--- src/rtl/uart_autobaud_ctrl.sv ---
// Auto-baud controller: times a host 0x55 sync character on Rx and derives the
// 16x-oversampling divider for the baud-rate generator.
module uart_autobaud_ctrl #(
   parameter int DEFAULT_DIV = 325,
   parameter int MIN_DIV     = 4,
   parameter int IDLE_CLKS   = 16,
   parameter int MAX_SEG     = 1048575
) (
   input  logic        Clk,
   input  logic        Rst,
   input  logic        Rx,
   input  logic        Start,
   output logic [15:0] BaudRate,
   output logic        Busy,
   output logic        Locked,
   output logic        Done,
   output logic        Error
);

   localparam logic [2:0] ST_IDLE       = 3'd0;
   localparam logic [2:0] ST_ARM        = 3'd1;
   localparam logic [2:0] ST_WAIT_START = 3'd2;
   localparam logic [2:0] ST_MEASURE    = 3'd3;
   localparam logic [2:0] ST_WAIT_STOP  = 3'd4;
   localparam logic [2:0] ST_CALC       = 3'd5;
   localparam logic [2:0] ST_ERR        = 3'd6;

   // One spare bit so a segment can run up to 1.5x a MAX_SEG-long start bit
   localparam int CNT_W = $clog2(MAX_SEG + 1) + 1;
   localparam int RUN_W = $clog2(IDLE_CLKS + 1);

   logic [2:0]       state;
   logic             rx_m, rx_s, rx_d;
   logic [RUN_W-1:0] run_cnt;
   logic [CNT_W-1:0] seg;
   logic [CNT_W-1:0] seg0;
   logic [23:0]      tot;
   logic [23:0]      t8;
   logic [3:0]       edge_idx;

   logic             rx_edge, rx_fall;
   logic [CNT_W-1:0] seg_len;
   logic [CNT_W-1:0] win_lo;
   logic [CNT_W:0]   win_hi;
   logic             in_window, above_window, seg_max;
   logic [17:0]      div;
   logic             div_ok;

   assign rx_edge = rx_s ^ rx_d;
   assign rx_fall = rx_d & ~rx_s;

   // Widths count the edge cycle itself, so a segment of W clocks measures W
   assign seg_len      = seg + CNT_W'(1);
   assign win_lo       = seg0 >> 1;
   assign win_hi       = {1'b0, seg0} + {2'b00, seg0[CNT_W-1:1]};
   assign in_window    = (seg_len >= win_lo) && ({1'b0, seg_len} <= win_hi);
   assign above_window = {1'b0, seg_len} > win_hi;
   assign seg_max      = (seg == CNT_W'(MAX_SEG));

   assign div    = 18'(({1'b0, t8} + 25'd64) >> 7);
   assign div_ok = (div >= 18'(MIN_DIV)) && (div <= 18'd65535);

   assign Busy = (state != ST_IDLE);

   always_ff @(posedge Clk) begin
      if (Rst) begin
         rx_m     <= 1'b1;
         rx_s     <= 1'b1;
         rx_d     <= 1'b1;
         state    <= ST_IDLE;
         run_cnt  <= '0;
         seg      <= '0;
         seg0     <= '0;
         tot      <= '0;
         t8       <= '0;
         edge_idx <= '0;
         BaudRate <= 16'(DEFAULT_DIV);
         Locked   <= 1'b0;
         Done     <= 1'b0;
         Error    <= 1'b0;
      end else begin
         rx_m <= Rx;
         rx_s <= rx_m;
         rx_d <= rx_s;
         Done <= 1'b0;
         case (state)
            ST_IDLE: begin
               if (Start) begin
                  Error   <= 1'b0;
                  Locked  <= 1'b0;
                  run_cnt <= '0;
                  state   <= ST_ARM;
               end
            end
            ST_ARM: begin
               if (!rx_s)
                  run_cnt <= '0;
               else if (run_cnt == RUN_W'(IDLE_CLKS - 1))
                  state <= ST_WAIT_START;
               else
                  run_cnt <= run_cnt + RUN_W'(1);
            end
            ST_WAIT_START: begin
               if (rx_fall) begin
                  seg      <= '0;
                  tot      <= '0;
                  edge_idx <= '0;
                  state    <= ST_MEASURE;
               end
            end
            ST_MEASURE: begin
               seg <= seg + CNT_W'(1);
               tot <= tot + 24'd1;
               if (rx_edge) begin
                  seg      <= '0;
                  edge_idx <= edge_idx + 4'd1;
                  if (edge_idx == 4'd0)
                     seg0 <= seg_len;
                  else if (!in_window)
                     state <= ST_ERR;
                  else if (edge_idx == 4'd7) begin
                     t8    <= tot + 24'd1;
                     state <= ST_WAIT_STOP;
                  end
               end else if (edge_idx == 4'd0) begin
                  if (seg_max)
                     state <= ST_ERR;
               end else if (above_window) begin
                  state <= ST_ERR;
               end
            end
            ST_WAIT_STOP: begin
               seg <= seg + CNT_W'(1);
               if (rx_edge)
                  state <= in_window ? ST_CALC : ST_ERR;
               else if (above_window)
                  state <= ST_ERR;
            end
            ST_CALC: begin
               if (div_ok) begin
                  BaudRate <= div[15:0];
                  Locked   <= 1'b1;
                  Done     <= 1'b1;
                  state    <= ST_IDLE;
               end else begin
                  state <= ST_ERR;
               end
            end
            ST_ERR: begin
               Error <= 1'b1;
               state <= ST_IDLE;
            end
            default: state <= ST_IDLE;
         endcase
      end
   end

endmodule

--- config.mk ---
export PLATFORM = sky130hd
export DESIGN_NAME = uart_autobaud_ctrl
export DESIGN_NICKNAME = d
export VERILOG_FILES = /design/src/rtl/uart_autobaud_ctrl.sv
export SDC_FILE = /design/constraint.sdc
export NUM_CORES = 1
export LEC_CHECK = 0
export BUFFER_PORTS_ARGS = -buffer_cell sky130_fd_sc_hd__buf_2
export CAP_MARGIN = 10
export CORE_ASPECT_RATIO = 1.75
export CORE_MARGIN = 2
export CORE_UTILIZATION = 39
export CTS_BUF_LIST = sky130_fd_sc_hd__clkbuf_16
export CTS_CLUSTER_SIZE = 14
export DETAILED_ROUTE_END_ITERATION = 8
export PLACE_DENSITY = 0.56
export REMOVE_ABC_BUFFERS = 1
export SYNTH_ARGS = -nofsm -noshare
export SYNTH_HDL_FRONTEND = slang
export SYNTH_SLANG_ARGS = --single-unit
--- constraint.sdc ---
create_clock -name Clk -period 6.3 [get_ports Clk]
set_input_delay 0.63 -clock Clk [delete_from_list [all_inputs] [get_ports Clk]]
set_output_delay 0.63 -clock Clk [all_outputs]
set_load 0.05 [all_outputs]
==> results.py <==
metrics = {
    "clock_tree": {
        "postCtsHoldBufs": 0,
        "cts_made_buffers": 17,
        "cts_resized": 0,
        "clk_latency_ns": 0.43,
        "cts_tree": "yes",
        "htreeDepth": 4,
        "cts_sinks": 118,
        "clockRootBuffer": "clkbuf_16",
        "cts_max_path_buffers": 2,
        "cts.clk_slew.worst_paths_ns": 0.05,
        "postCtsSetupBuffers": 0,
    },
    "final_layout": {
        "layout_common_cells": "nor2_1, dfxtp_1, ha_1",
        "area_growth_pct": 10.3,
        "nFillCells": 1997,
        "diodes": 0,
        "nNetsFinal": 1026,
        "layout.cells.non_filler": 1205,
        "final_common_cell": "nor2_1",
        "final_area_um2": 8580,
        "drive_gt1_share_pct": 10.3,
    },
    "worst_hold_path": {
        "min_path_cells": 2,
        "holdCritPathClass": "in2reg",
        "worstHoldStart": "Rx",
        "holdPathEnd": "rx_m",
    },
    "global_routing": {
        "grt_start_max_net_pins": 79,
        "overflow": 0,
        "grt_pass1_vias": 6472,
        "grt_pass1_wl_um": 31100,
        "grt_use_total_pct": 18.4,
        "antenna_found_initial": 0,
    },
    "sta": {
        "drv_slew": 0,
        "fmax_mhz": 211,
        "hold_viol": 0,
        "worst_slack_ns": 1.55,
        "worst_pin_slew_ns": 0.906,
        "finalClockSkew_ns": 0.00750,
        "whs_ns": 0.392,
        "rsz0062_at_grt": "no",
        "setup_viol": 0,
        "fin_crit_ns": 4.75,
        "slew_headroom_pct": 39.6,
        "fin_tns_setup_ns": 0,
        "period_share_pct": 75.4,
    },
    "placement": {
        "dp_hpwl_um": 14100,
        "gp_congestion": 0.884,
        "dp.cells": 1176,
        "placed_cell_area_um2": 8080,
        "place_ws_ns": 1.59,
        "io_buffers": 23,
    },
    "die": {
        "io_pins": 24,
        "rows": 68,
        "die_w_um": 111,
        "die_h_um": 191,
        "coreArea_um2": 19700,
        "start_util_pct": 39.6,
        "die_area_um2": 21100,
    },
    "synth": {
        "synthFlopType": "dfxtp_1",
        "syn_area_per_cell_um2": 8.30,
        "async_reset_ff_share_pct": 0,
        "yosysSeqAreaShare_pct": 30.4,
        "syn_area_um2": 7780,
        "ys_ff_latch": 118,
        "synthCells": 937,
        "synth_cell_type_count": 71,
        "ys.warnings.count": 0,
        "synth_edf_count": 0,
    },
    "critical_path": {
        "cp.arrival_ns": 5.05,
        "crit_path_start_kind": "flop",
        "path_max_fanout": 18,
        "cp.required_ns": 6.60,
        "reg2regPathDepth": 21,
        "r2r_start": "seg0[1]",
        "crit_type": "reg2reg",
        "reg2reg_slack_ns": 1.55,
        "r2r_end": "t8[20]",
        "end_kind": "flop",
    },
    "run_status": {
        "status": "completed",
    },
    "pwr": {
        "ir_drop_mv": 0.178,
        "leakage_uw": 0.00376,
        "p_per_area_nw_per_um2": 239,
    },
    "route": {
        "initialDrtViolationCount": 315,
        "ant_nets": 0,
        "first_pass_iters": 4,
        "vias": 6610,
        "totalWireLength_um": 18800,
        "wl_per_cell_um": 15.6,
        "viasPerCell": 5.49,
        "drc_errors": 0,
    },
    "flow_run": {
        "cap_violations": 0,
    },
}
-- critical path, stage by stage (launching register included) --
cell	delay (ns)
dfxtp_1	0.39
ha_1	0.19
inv_1	0.06
fa_1	0.40
nor2b_1	0.11
o21ai_0	0.10
a21oi_1	0.20
o221ai_1	0.18
a21oi_1	0.37
o211ai_1	0.19
nand2b_1	0.10
a21oi_1	0.07
xor2_1	0.15
ha_1	0.29
nand4_1	0.11
or4_1	0.54
o22ai_1	0.21
o221ai_2	0.19
nand4_1	0.13
buf_4	0.33
mux2i_1	0.24
nor2_1	0.06
-- through the flow --
step	power [uW]	util [%]
2_1_floorplan	1090	-
3_3_place_gp	1210	41.1
3_5_place_dp	1210	41.1
4_1_cts	2080	43.6
5_1_grt	2160	43.6
6_report	2050	43.6
-- where the power goes --
group | switching (uW) | total, uW | leakage, uW | internal (uW)
Combinational | 260 | 396 | 0.00255 | 135
Sequential | 32.8 | 803 | 0.000952 | 770
Clock | 329 | 848 | 0.000263 | 519
-- state kept, by name, summed over array words and instances (netlist names) --
register	flops
run_cnt	5
seg	21
seg0	21
rx_s	1
t8	18
rx_m	1
edge_idx	4
Error	1
rx_d	1
Done	1
tot	24
Locked	1
BaudRate	16
state	3
-- Yosys cell counts, types with 21 or more instances --
cell	count	area share (%)
a21oi_1	62	4.0
nand2_1	56	2.7
nand3_1	37	2.4
o21ai_0	40	2.6
clkbuf_1	27	1.3
nor2_1	143	6.9
ha_1	71	11
a22oi_1	21	2.0
xnor2_1	35	3.9
xor2_1	40	4.5
a211oi_1	28	2.7
dfxtp_1	118	30
inv_1	41	2.0
-- how the worst max path moves through the flow --
stage | from | end
floorplan | seg0[1] | t8[10]
global placement | seg0[1] | t8[8]
detailed placement | seg0[1] | t8[6]
CTS | seg0[1] | t8[20]
global route | seg0[1] | t8[13]
finish | seg0[1] | t8[20]
-- logic make-up (layout without fill, tap and decap cells) --
group                      Yosys count  count (layout)  synth area share [%]
muxes                               20              20                  2.57
adders and majority gates           72              72                  11.7
DFF                                118             118                  30.4
xor gates and xnor gates            76              76                  8.66
buffers and inverters               83             106                  4.79
AOI/OAI and AO/OA                  225             225                  20.1
and+or+nand+nor                    343             343                  21.8
-- routing by layer --
layer / track usage, % / routed length, um / share of wire [%]
met1: 16.4 / 6740 / 36
met2: 37.9 / 10900 / 58
met5: 0 / 0 / 0
met4: 9.66 / 825 / 4.4
met3: 3.81 / 348 / 1.9
-- cell type report --
type                    instances  area, um^2  area share, %
multi-input cells             736        5040           58.8
flip-flops and latches        118        2360           27.5
well taps                     245         307           3.57
repair buffers                 35         208           2.42
inverters                      42         158           1.84
clock buffers                  17         425           4.96
clock inverters                12        77.6          0.904
(Power assumes the default switching activity.)
